[config.mk]
export PLATFORM = sky130hd
export DESIGN_NAME = sc_step_sequencer
export DESIGN_NICKNAME = d
export VERILOG_FILES = /design/src/rtl/sc_step_sequencer_pkg.sv /design/src/rtl/sc_step_sequencer_acc.sv /design/src/rtl/sc_step_sequencer.sv
export SDC_FILE = /design/constraint.sdc
export NUM_CORES = 1
export LEC_CHECK = 0
export CORE_MARGIN = 4
export CORE_UTILIZATION = 45
export DETAILED_ROUTE_END_ITERATION = 6
export GPL_ROUTABILITY_DRIVEN = 0
export PLACE_DENSITY = 0.69
export SLEW_MARGIN = 20
export SYNTH_ARGS = -nofsm -noshare
export SYNTH_HDL_FRONTEND = slang
export SYNTH_SLANG_ARGS = --single-unit
[constraint.sdc]
create_clock -name SC_STEPSEQ_CLOCK_50 -period 2 [get_ports SC_STEPSEQ_CLOCK_50]
set_input_delay 0.3 -clock SC_STEPSEQ_CLOCK_50 [delete_from_list [all_inputs] [get_ports SC_STEPSEQ_CLOCK_50]]
set_output_delay 0.3 -clock SC_STEPSEQ_CLOCK_50 [all_outputs]
set_load 0.01 [all_outputs]
[src/rtl/sc_step_sequencer_pkg.sv]
// Shared definitions for the step sequencer and the game-object mover.
package sc_step_sequencer_pkg;

   localparam int DIV_DATAWIDTH       = 4;
   localparam int STEPCOUNT_DATAWIDTH = 8;

   // 2'b11 is unused; the FSM recovers from it to IDLE.
   typedef enum logic [1:0] {
      STATE_IDLE     = 2'b00,
      STATE_RUN      = 2'b01,
      STATE_WAIT_ACK = 2'b10
   } state_t;

endpackage

[src/rtl/sc_step_sequencer_acc.sv]
// Tick accumulator with terminal compare against a latched divisor.
// A divisor of 0 is latched as 1, so terminal is reached on every tick.
module sc_step_sequencer_acc #(
   parameter int DIV_DATAWIDTH = sc_step_sequencer_pkg::DIV_DATAWIDTH
) (
   input  logic                     clk,
   input  logic                     reset,
   input  logic                     clear,
   input  logic                     tick,
   input  logic                     latch,
   input  logic [DIV_DATAWIDTH-1:0] divisor,
   output logic                     terminal
);

   logic [DIV_DATAWIDTH-1:0] tick_acc;
   logic [DIV_DATAWIDTH-1:0] div_lat;
   logic [DIV_DATAWIDTH-1:0] div_eff;

   assign div_eff  = (divisor == '0) ? DIV_DATAWIDTH'(1) : divisor;
   assign terminal = (tick_acc == div_lat - DIV_DATAWIDTH'(1));

   always_ff @(posedge clk) begin
      if (reset) begin
         tick_acc <= '0;
         div_lat  <= DIV_DATAWIDTH'(1);
      end else begin
         if (clear)
            tick_acc <= '0;
         else if (tick)
            tick_acc <= tick_acc + DIV_DATAWIDTH'(1);
         if (latch)
            div_lat <= div_eff;
      end
   end

endmodule

[src/rtl/sc_step_sequencer.sv]
// Divides counter ticks by a programmable divisor and issues req/ack step requests.
// Holds the tick counter cleared whenever it is not accumulating ticks.
module sc_step_sequencer #(
   parameter int DIV_DATAWIDTH       = sc_step_sequencer_pkg::DIV_DATAWIDTH,
   parameter int STEPCOUNT_DATAWIDTH = sc_step_sequencer_pkg::STEPCOUNT_DATAWIDTH
) (
   input  logic                           SC_STEPSEQ_CLOCK_50,
   input  logic                           SC_STEPSEQ_RESET_InHigh,
   input  logic                           SC_STEPSEQ_eoc_InLow,
   input  logic                           SC_STEPSEQ_run_InHigh,
   input  logic [DIV_DATAWIDTH-1:0]       SC_STEPSEQ_divisor_InBUS,
   input  logic                           SC_STEPSEQ_stepAck_InHigh,
   output logic                           SC_STEPSEQ_count_OutLow,
   output logic                           SC_STEPSEQ_stepReq_OutHigh,
   output logic [STEPCOUNT_DATAWIDTH-1:0] SC_STEPSEQ_stepCount_OutBUS,
   output logic                           SC_STEPSEQ_overrun_OutHigh
);

   import sc_step_sequencer_pkg::*;

   state_t state;
   logic   hold_entry;
   logic   tick_seen;
   logic   terminal;
   logic   acc_clear;
   logic   acc_tick;
   logic   acc_latch;

   assign tick_seen = ~SC_STEPSEQ_eoc_InLow;

   assign acc_clear = (state != STATE_RUN) || !SC_STEPSEQ_run_InHigh || (tick_seen && terminal);
   assign acc_tick  = (state == STATE_RUN) && SC_STEPSEQ_run_InHigh && tick_seen && !terminal;
   assign acc_latch = ((state == STATE_IDLE) && SC_STEPSEQ_run_InHigh) ||
                      ((state == STATE_WAIT_ACK) && SC_STEPSEQ_stepAck_InHigh);

   sc_step_sequencer_acc #(
      .DIV_DATAWIDTH(DIV_DATAWIDTH)
   ) u_acc (
      .clk      (SC_STEPSEQ_CLOCK_50),
      .reset    (SC_STEPSEQ_RESET_InHigh),
      .clear    (acc_clear),
      .tick     (acc_tick),
      .latch    (acc_latch),
      .divisor  (SC_STEPSEQ_divisor_InBUS),
      .terminal (terminal)
   );

   // hold_entry marks the first cycle in a held state, when a tick already in flight
   // from the counter is still legitimate and must not raise overrun.
   always_ff @(posedge SC_STEPSEQ_CLOCK_50) begin
      if (SC_STEPSEQ_RESET_InHigh) begin
         state                       <= STATE_IDLE;
         hold_entry                  <= 1'b1;
         SC_STEPSEQ_count_OutLow     <= 1'b1;
         SC_STEPSEQ_stepReq_OutHigh  <= 1'b0;
         SC_STEPSEQ_stepCount_OutBUS <= '0;
         SC_STEPSEQ_overrun_OutHigh  <= 1'b0;
      end else begin
         hold_entry <= 1'b0;
         if ((state == STATE_IDLE || state == STATE_WAIT_ACK) && tick_seen && !hold_entry)
            SC_STEPSEQ_overrun_OutHigh <= 1'b1;

         case (state)
            STATE_IDLE: begin
               SC_STEPSEQ_count_OutLow <= 1'b1;
               if (SC_STEPSEQ_run_InHigh) begin
                  state                   <= STATE_RUN;
                  SC_STEPSEQ_count_OutLow <= 1'b0;
               end
            end
            STATE_RUN: begin
               SC_STEPSEQ_count_OutLow <= 1'b0;
               if (!SC_STEPSEQ_run_InHigh) begin
                  state                   <= STATE_IDLE;
                  SC_STEPSEQ_count_OutLow <= 1'b1;
                  hold_entry              <= 1'b1;
               end else if (tick_seen && terminal) begin
                  state                      <= STATE_WAIT_ACK;
                  SC_STEPSEQ_count_OutLow    <= 1'b1;
                  SC_STEPSEQ_stepReq_OutHigh <= 1'b1;
                  hold_entry                 <= 1'b1;
               end
            end
            STATE_WAIT_ACK: begin
               SC_STEPSEQ_count_OutLow    <= 1'b1;
               SC_STEPSEQ_stepReq_OutHigh <= 1'b1;
               if (SC_STEPSEQ_stepAck_InHigh) begin
                  SC_STEPSEQ_stepReq_OutHigh  <= 1'b0;
                  SC_STEPSEQ_stepCount_OutBUS <= SC_STEPSEQ_stepCount_OutBUS + 1'b1;
                  if (SC_STEPSEQ_run_InHigh) begin
                     state                   <= STATE_RUN;
                     SC_STEPSEQ_count_OutLow <= 1'b0;
                  end else begin
                     state <= STATE_IDLE;
                  end
               end
            end
            default: begin
               state                      <= STATE_IDLE;
               SC_STEPSEQ_count_OutLow    <= 1'b1;
               SC_STEPSEQ_stepReq_OutHigh <= 1'b0;
               hold_entry                 <= 1'b1;
            end
         endcase
      end
   end

endmodule

* Word-level counts from Yosys, hierarchy flattened
Cells that the tools add are included.
** Storage, ports and cells
- Flip-flop bits (word level) :: 22
** Cells by class
- Add/subtract/negate cells :: 3
- Equality and inequality tests :: 9
- Muxes and demuxes :: 17
- Bitwise operators :: 2
- Reductions and logical operators :: 22
** Operators by type and width (number)
- $add 8x1->8 const B :: 1
- $logic_and 1x1->1 :: 8
- $mux 1 :: 8
- $mux 2 :: 4
- $ne 2x2->1 const B :: 3
- $pmux 1 s3 :: 2
- $pmux 2 s3 :: 1
- $reduce_and 3->1 :: 2
- $add 4x1->4 const B :: 1
- $eq 4x4->1 :: 1
- $logic_not 4->1 :: 1
- $logic_or 1x1->1 :: 4
- $mux 4 :: 1
- $ne 2x1->1 const B :: 2
- $reduce_or 2->1 :: 2
- $sub 4x1->4 const B :: 1
- $logic_not 1->1 :: 3
- $ne 3x2->1 const B :: 1
- $eq 2x1->1 const B :: 1
- $eq 2x2->1 const B :: 1
- $logic_not 2->1 :: 1
- $not 1->1 :: 2
- $pmux 1 s2 :: 1
- $reduce_and 2->1 :: 1

* Logic depth before layout (Yosys ltp)
Gate-level depths: netlist (run 1).
- Depth in word-level cells :: 6
- Depth in mapped cells :: 7

* Modules after synthesis
A second synthesis (run 1) with hierarchy kept.
** Second synthesis, totals
- Cell total of the unflattened synthesis :: 125
- Area, all modules :: 1121.1 µm²
** By module, submodules not included
- sc_step_sequencer :: times used 1, cells each 83, area an instance 716.9 µm², sequential area each 280.3 µm²
- sc_step_sequencer_acc :: times used 1, cells each 42, area an instance 404.1 µm², sequential area each 160.2 µm²

* Least setup slack after synthesis (run 1)
No wires, ideal clock.
- Kind :: register -> register
- Start point :: register u_acc.div_lat[0]
- End point :: register state[0]
- Setup time :: 75 ps
- Arrival :: 1696 ps
- Required time :: 1925 ps
- Path slack :: 229 ps
- Cell stages (with the launch flop) :: 8
- Period minus slack after synthesis :: 1771 ps
- Path through :: dfxtp_1 > inv_1 > ha_1 > xnor2_1 > or3_1 > buf_2 > o31a_1 > o22ai_2
** On the way
- Word-level cells in the longest chain between the ends :: 5
** Ends and longest elaborated chain
- start, declared :: RTL line sc_step_sequencer_acc.sv:16 : logic [DIV_DATAWIDTH-1:0] div_lat;
- start signal, assigned :: RTL line sc_step_sequencer_acc.sv:32 : div_lat <= div_eff;
- $sub 4x1->4 :: RTL line sc_step_sequencer_acc.sv:20 : assign terminal = (tick_acc == div_lat - DIV_DATAWIDTH'(1));
- $eq 4x4->1 :: RTL line sc_step_sequencer_acc.sv:20
- $logic_and 1x1->1 :: RTL line sc_step_sequencer.sv:77 : end else if (tick_seen && terminal) begin
- $ne 3x2->1 (no line)
- $reduce_and 3->1 (no line)
- end signal, assigned :: RTL line sc_step_sequencer.sv:74 : state <= STATE_IDLE;
- end signal, assigned :: RTL line sc_step_sequencer.sv:78 : state <= STATE_WAIT_ACK;
- end signal, assigned :: RTL line sc_step_sequencer.sv:91 : state <= STATE_RUN;
- end, declared :: RTL line sc_step_sequencer.sv:21 : state_t state;
No other way between the ends.
A chain may end at the register's enable or synchronous reset.

* Worst setup path in the final report (run 1)
- Start point :: register u_acc.div_lat[0]
- End point :: register SC_STEPSEQ_count_OutLow
** On the way
- Word-level cells in the longest chain between the ends :: 6
** Ends and longest elaborated chain
- $sub 4x1->4 :: RTL line sc_step_sequencer_acc.sv:20
- $eq 4x4->1 :: RTL line sc_step_sequencer_acc.sv:20
- $logic_and 1x1->1 :: RTL line sc_step_sequencer.sv:77
- $mux 1 :: RTL line sc_step_sequencer.sv:77
- $mux 1 :: RTL line sc_step_sequencer.sv:73 : if (!SC_STEPSEQ_run_InHigh) begin
- $pmux 1 s3 :: RTL line sc_step_sequencer.sv:63 : case (state)
- end signal, assigned :: RTL line sc_step_sequencer.sv:65 : SC_STEPSEQ_count_OutLow <= 1'b1;
- end signal, assigned :: RTL line sc_step_sequencer.sv:75 : SC_STEPSEQ_count_OutLow <= 1'b1;
- end signal, assigned :: RTL line sc_step_sequencer.sv:79 : SC_STEPSEQ_count_OutLow <= 1'b1;
- end, declared :: RTL line sc_step_sequencer.sv:13 : output logic SC_STEPSEQ_count_OutLow,
No other way between the ends.

==> results.md, run 1 <==
* Final period util at 96.12%
* Initial drt markers at 39
* Max incr delay on CP at 490 ps
* Initial antenna violation count at 0
* Netlist Area Pre-Place at 0.001220 sq mm
* Vias/cell at 5.679
* CTS tree: done
* Reg power frac at 52.4%
* Finish-stage setup viols at 0
* Seq/Total Area, Yosys at 36.10%
* Register Area at 440.4 sq um
* Fin. Hold Viols at 0
* Num ports at 20
* Die H at 60.07 um
* Routed Antenna Nets at 0
* Net count after synthesis at 158
* Syn avg cell area at 8.591 sq um
* Area of the multi-input gates at 737.0 sq um
* Status: finished, final reports clean
* Worst-Skew Late Latency at 300 ps
* Switching share of total power at 27.16%
* Area Overhead vs Synth at 22.15%
* Area of the die at 0.003608 sq mm
* Post-synth EDFFs at 0
* Crit path required time at 2260 ps
* Initial Utilization at 48.36%
* Worst Path Max Fanout at 7
* Clock root buffer: clkbuf_4
* Clock share of power at 27.5%
* Maxcap violations at 0
* First-pass GRT wire length at 4692 um
* Num Clock Sinks at 22
* Diode count at 0
* Post-CTS Setup Bufs at 0
* Worst Setup Slack post-DPL at 123.4 ps
* Hold WS at 469.1 ps
* Final-layout fill cell count at 229
* Largest net degree at the start of global routing at 17
* Critical Path, Cell by Cell: inv_1 > ha_1 > xnor2_1 > or3_1 > o31ai_2 > a21o_1
* Die extent in x at 60.07 um
* Leakage at 0.5638 nW
* Fin. max-slew vios at 0
* Bufs on Longest Clock Path at 2
* Post-layout util at 59.08%
* Dpl cells at 189
* Post-Route WL at 2644 um
* Peak supply drop at 519.9 uV
* First drt pass iteration count at 4
* Layout cells sized above 1 at 6.748%
* Via count at 1,096
* Cell with the most instances after synthesis: dfxtp_1
* Ys async rst share at 0%
* Synth cell types at 37
* Tmin final at 1922 ps
* Synth top area cells: dfxtp_1 (36%), ha_1 (7.2%), nor2_1 (5.2%)
* Port Buffers at 19
* Total Routing Usage GR at 16.84%
* RSZ-0062 raised after global routing: false
* Share of the synthesized area in the top cell type at 36.10%
* CTS clock-pin slew for the worst setup and hold paths at 120 ps
* Final Non-Filler Cells at 193
* Pint at 0.6480 mW
* Relative slew slack at 61.03%
* Worst Skew at 1.977 ps
* Worst Setup End Kind: register
* DRC viols at 0
* CP Data Arrival Time at 2180 ps
* Post_cts resized at 0
* Worst setup margin at 77.59 ps
* Peak Freq at 520.2 MHz
* GR Overflow Total at 0
* CTS Hold Bufs at 0
* WL per Instance at 13.70 um
* Least-Margin Pin Slew at 580.5 ps
* Synth Instances at 142
* Worst Setup Start Kind: register
* Area of the core at 0.002522 sq mm
* #FFs+latches synth at 22
* Layout net count at 180
* PD cells at 597.0 mW/mm^2
* Worst Hold Class: register to register
* Post-synth top cells: dfxtp_1 (22), nor2_1 (17), nand2_1 (10)
* Vias in the first global route at 1,063
* Clock H-tree levels at 1
* Psw at 0.2417 mW
* Leading area contributor after synthesis: dfxtp_1
* Slowest CP cell: or3_1
* Ys flop type: dfxtp_1
* Row count at 18
* HPWL after DPL at 2006 um
* CTS buffer count at 3
* Combinational fraction of design power at 20.1%
* Total negative slack for setup checks at 0 ps
* Class of the most critical setup path: register to register
* YS warnings at 0
-- state kept, by name (all words and copies together) (netlist names) --
signal                       count
state                            2
SC_STEPSEQ_overrun_OutHigh       1
u_acc.div_lat                    4
SC_STEPSEQ_stepReq_OutHigh       1
SC_STEPSEQ_count_OutLow          1
hold_entry                       1
SC_STEPSEQ_stepCount_OutBUS      8
u_acc.tick_acc                   4
-- layer usage --
metal / vias up / track usage (%) / routed length, um
met4: 0 / 8.544 / 62
li1: 549 / - / -
met5: - / 0 / 0
met1: 501 / 21.84 / 1233
met3: 8 / 3.240 / 114
met2: 38 / 26.39 / 1234
-- final timing paths --
path	startpoint	endpoint	slack, ps	cells past startpoint
max	u_acc.div_lat[0]	SC_STEPSEQ_count_OutLow	80	6
min	SC_STEPSEQ_stepReq_OutHigh	SC_STEPSEQ_stepReq_OutHigh	470	2
max reg2reg	u_acc.div_lat[0]	SC_STEPSEQ_count_OutLow	80	6
min reg2reg	SC_STEPSEQ_stepReq_OutHigh	SC_STEPSEQ_stepReq_OutHigh	470	2
-- power groups by stage --
stage | Sequential (mW) | Combinational, mW | Clock, mW
2_1_floorplan | 0.476 | 0.120 | 0
4_1_cts | 0.466 | 0.178 | 0.252
6_report | 0.466 | 0.179 | 0.244
3_3_place_gp | 0.476 | 0.173 | 0
5_1_grt | 0.469 | 0.196 | 0.269
3_5_place_dp | 0.476 | 0.177 | 0
-- cells by family (layout without fill, tap and decap cells) --
kind of cell    count (synthesis)  after routing  share of synthesized area, %
compound gates                 25             25                         13.74
xor+xnor                       12             12                         9.948
fa+ha+maj                       7              7                         7.179
buf+inv                        11             32                         3.487
flops                          22             22                         36.10
mux                             5              5                         4.103
simple gates                   60             60                         25.44
-- worst max-delay path: cells and delay by family (launching register included) --
family,cells,cell delay [ps]
AO/OA/AOI/OAI,2,480
XOR/XNOR,1,140
adder cells (fa/ha/maj),1,310
buffers and inverters,1,70
flip-flops,1,390
AND/OR/NAND/NOR,1,490
-- through the flow --
| stage | total power [mW] | area [sq um] |
|---|---|---|
| after floorplan | 0.5961 | 1220 |
| after global placement | 0.6481 | 1454 |
| after detailed placement | 0.6531 | 1454 |
| after CTS | 0.8962 | 1490 |
| after global routing | 0.9347 | 1490 |
| final | 0.8896 | 1490 |
-- layout make-up --
class | count | share of cell area [%]
multi-input cells | 109 | 49.45
well taps | 30 | 2.519
repair buffers | 23 | 14.78
clock buffers | 4 | 2.435
flip-flops and latches | 22 | 29.55
inverters | 5 | 1.259
-- cells in the final DEF (no fill, tap or decap), types with 2 or more instances in the layout --
cell | netlist | final
nand2_1 | 10 | 10
and2_1 | 3 | 3
or3_1 | 2 | 2
nand4_1 | 3 | 3
nor2b_1 | 4 | 4
mux2i_1 | 5 | 5
nor4b_1 | 2 | 2
ha_1 | 7 | 7
nand3_1 | 3 | 3
inv_1 | 5 | 5
clkdlybuf4s50_1 | 0 | 19
clkbuf_4 | 0 | 3
xor2_1 | 4 | 4
a31oi_1 | 2 | 2
buf_4 | 0 | 4
o22ai_1 | 2 | 2
nor3_1 | 7 | 7
dfxtp_1 | 22 | 22
and3_1 | 2 | 2
nor4_1 | 3 | 3
a21oi_1 | 4 | 4
nor2_1 | 17 | 17
o21ai_0 | 7 | 7
o211ai_1 | 2 | 2
xnor2_1 | 7 | 7
(Power assumes the default switching activity.)
==> run 2: changes to the inputs <==
--- a/config.mk
+++ b/config.mk
@@ -5,6 +5,7 @@
 export SDC_FILE = /design/constraint.sdc
 export NUM_CORES = 1
 export LEC_CHECK = 0
+export ABC_AREA = 1
 export CORE_MARGIN = 4
 export CORE_UTILIZATION = 45
 export DETAILED_ROUTE_END_ITERATION = 6
==> run 2 against run 1 <==
Global-route usage decreased by 2.2 points. Routed wire length is 15% lower. First-iteration DRC count fell by 28%. Clock skew increased by 2.4 ps. Register-to-register slack better by 230 ps. Clock power grew 38%. Critical path depth grew 5. Non-clock buffer count down 3. Critical endpoint is now u_acc.tick_acc[0].
==> results.md, run 2 <==
* HPWL after DPL at 1821 um (-9.2%)
* Dpl cell area at 0.001409 sq mm (-3.1%)
* Vias in the first global route at 984 (-7.4%)
* Routed Antenna Nets at 0 (unchanged)
* Post-CTS Setup Bufs at 0 (unchanged)
* Commonest non-fill, non-tap cell in the layout: nand2_1
* Share of the synthesized area in the top cell type at 37.41% (+1.3 points)
* Final period util at 84.50% (-12 points)
* Clock share of power at 20.7% (-6.8 points)
* Port Buffers at 19 (unchanged)
* Number of flip-flops in the largest register at 8 (unchanged)
* Die extent in x at 59.15 um (-1.5%)
* Seq/Total Area, Yosys at 37.41% (+1.3 points)
* Most frequent cells in the layout: nand2_1 (35), inv_1 (28), dfxtp_1 (22)
* Post-synth top cells: nand2_1 (35), inv_1 (28), dfxtp_1 (22), nor2_1 (20), o21ai_0 (13)
* DRC viols at 0 (unchanged)
* Post-synth EDFFs at 0 (unchanged)
* Largest regs: SC_STEPSEQ_stepCount_OutBUS x8, u_acc.div_lat x4, u_acc.tick_acc x4
* Tmin final at 1690 ps (-232.3 ps)
* Switching share of total power at 37.05% (+9.9 points)
* Area Overhead vs Synth at 24.12%
* Combinational fraction of design power at 43.8% (+24 points)
* Hold WS at 476.7 ps (+7.577 ps)
* Finish-stage setup viols at 0 (unchanged)
* Total Routing Usage GR at 14.65% (-2.2 points)
* Worst Path Max Fanout at 5 (-2)
* Peak Freq at 591.7 MHz (+14%)
* Die H at 59.15 um (-1.5%)
* Largest net degree at the start of global routing at 16 (-1)
* Post-layout util at 58.99% (-0.088 points)
* Num Clock Sinks at 22 (unchanged)
* PD cells at 1116 mW/mm^2 (+87%)
* Leading area contributor after synthesis: dfxtp_1
* Initial drt markers at 28 (-28%)
* Worst Setup Slack post-DPL at 200.5 ps (+77.08 ps)
* Area of the core at 0.002477 sq mm (-1.8%)
* Layout net count at 208 (+16%)
* Post-Route WL at 2258 um (-15%)
* WL per Instance at 10.22 um (-25%)
* Ys flop type: dfxtp_1
* First drt pass iteration count at 4 (unchanged)
* Setup crit start: u_acc.div_lat[0]
* CTS buffer count at 3 (unchanged)
* Fin. max-slew vios at 0 (unchanged)
* Ys async rst share at 0% (unchanged)
* Post_cts resized at 0 (unchanged)
* Peak supply drop at 686.7 uV (+32%)
* Worst Skew at 4.357 ps (+2.380 ps)
* Status: finished, final reports clean
* Finished Cell Area at 0.001461 sq mm (-1.9%)
* GR Overflow Total at 0 (unchanged)
* Worst Setup End Kind: register
* CTS clock-pin slew for the worst setup and hold paths at 120 ps (about the same)
* Reg power frac at 35.5% (-17 points)
* Psw at 0.6041 mW (+150%)
* Worst-Skew Late Latency at 310 ps (about the same)
* YS warnings at 0 (unchanged)
* Dpl cells at 217 (+15%)
* Clock H-tree levels at 1 (unchanged)
* Final-layout fill cell count at 248 (+8.3%)
* First-pass GRT wire length at 3981 um (-15%)
* Crit path required time at 2210 ps (-50 ps)
* Worst Setup Start Kind: register
* Area of the die at 0.003499 sq mm (-3.0%)
* Worst setup margin at 309.9 ps (+232.3 ps)
* Worst Hold Class: register to register
* Relative slew slack at 69.28% (+8.3 points)
* Class of the most critical setup path: register to register
* Layout cells sized above 1 at 6.806% (+0.058 points)
* HP Start: SC_STEPSEQ_stepCount_OutBUS[7]
* Cell with the most instances after synthesis: nand2_1
* Initial Utilization at 47.53% (-0.84 points)
* Num ports at 20 (unchanged)
* Bufs on Longest Clock Path at 2 (unchanged)
* Tot Pwr at 1.630 mW (+83%)
* Final Non-Filler Cells at 221 (+15%)
* CTS Hold Bufs at 0 (unchanged)
* Fin. Hold Viols at 0 (unchanged)
* Via count at 1,072 (-2.2%)
* Largest Register: SC_STEPSEQ_stepCount_OutBUS
* RSZ-0062 raised after global routing: false
* Syn avg cell area at 7.008 sq um (-18%)
* Diode count at 0 (unchanged)
* Maxcap violations at 0 (unchanged)
* Netlist Area Pre-Place at 0.001177 sq mm (-3.5%)
* Total negative slack for setup checks at 0 ps (unchanged)
* Leakage at 0.6230 nW (+10%)
* Vias/cell at 4.851 (-15%)
* Clock root buffer: clkbuf_4
* CTS tree: done
* Least-Margin Pin Slew at 449.2 ps (-131.2 ps)
* Synth top area cells: dfxtp_1 (37%), nand2_1 (11%), inv_1 (8.9%)
* Pint at 1.026 mW (+58%)
* Synth Instances at 168 (+18%)
* Initial antenna violation count at 0 (unchanged)
* Synth cell types at 21 (-43%)
* Net count after synthesis at 184 (+16%)
* Row count at 18 (unchanged)
* Worst r2r src: u_acc.div_lat[0]
* #FFs+latches synth at 22 (unchanged)
* CP Data Arrival Time at 1900 ps (-280 ps)
run 2: cell count changes after synthesis, moves of 3 or more:
| cell | before | now |
|---|---|---|
| inv_1 | 5 | 28 |
| mux2i_1 | 5 | 0 |
| nand2_1 | 10 | 35 |
| nor2b_1 | 4 | 0 |
| nor2_1 | 17 | 20 |
| nor4_1 | 3 | 0 |
| o21ai_0 | 7 | 13 |
| and2_1 | 3 | 0 |
| clkbuf_1 | 5 | 1 |
| nor3_1 | 7 | 2 |
| a21oi_1 | 4 | 12 |
| xnor2_1 | 7 | 0 |
| nand4_1 | 3 | 6 |
run 2: path summary, 6_finish.rpt:
path	endpoint	slack, ps	cells past startpoint
setup / recovery	u_acc.tick_acc[0]	310	11
hold / removal	SC_STEPSEQ_stepCount_OutBUS[7]	480	2
setup reg to reg	u_acc.tick_acc[0]	310	11
hold reg to reg	SC_STEPSEQ_stepCount_OutBUS[7]	480	2
run 2: logic make-up after synthesis:
group	after synthesis	share of synthesized area [%]
adder cells (fa/ha/maj)	7	7.439
buffers and inverters	31	9.883
XOR/XNOR	3	2.232
flip-flops	22	37.41
AND/OR/NAND/NOR	75	29.33
AO/OA/AOI/OAI	30	13.71
run 2: final cells by class:
cell class	instances	area (sq um)	share of cell area [%]
clock inverter	1	30.03	2.055
clock buffer	3	22.52	1.541
sequential	22	440.4	30.14
tap	30	37.54	2.568
inverter	30	112.6	7.705
multi-input combinational	115	620.6	42.47
timing repair buffer	20	197.7	13.53
run 2: metal layers:
| layer | vias to the layer above | wire length (um) | track usage (%) |
|---|---|---|---|
| li1 | 586 | - | - |
| met1 | 468 | 1074 | 18.57 |
| met2 | 13 | 1062 | 24.13 |
| met3 | 5 | 79 | 3.050 |
| met4 | 0 | 42 | 5.825 |
| met5 | - | 0 | 0 |
run 2: worst max-delay path, stage by stage, from the launching register on:
cell and delay [ps]:
dfxtp_1 360, inv_1 70, ha_1 310, nand2_1 70, inv_1 30, nor2_1 70, nand2_1 90, nor2_4 140
nand2_1 100, nand3_2 120, xor2_1 170, nor2_1 50
run 2: power by group through the flow:
stage	clock (mW)	sequential (mW)	combinational [mW]
after floorplan	0	0.593	0.519
after global placement	0	0.586	0.706
after detailed placement	0	0.588	0.720
after CTS	0.350	0.579	0.725
after global routing	0.378	0.593	0.830
final	0.337	0.578	0.715
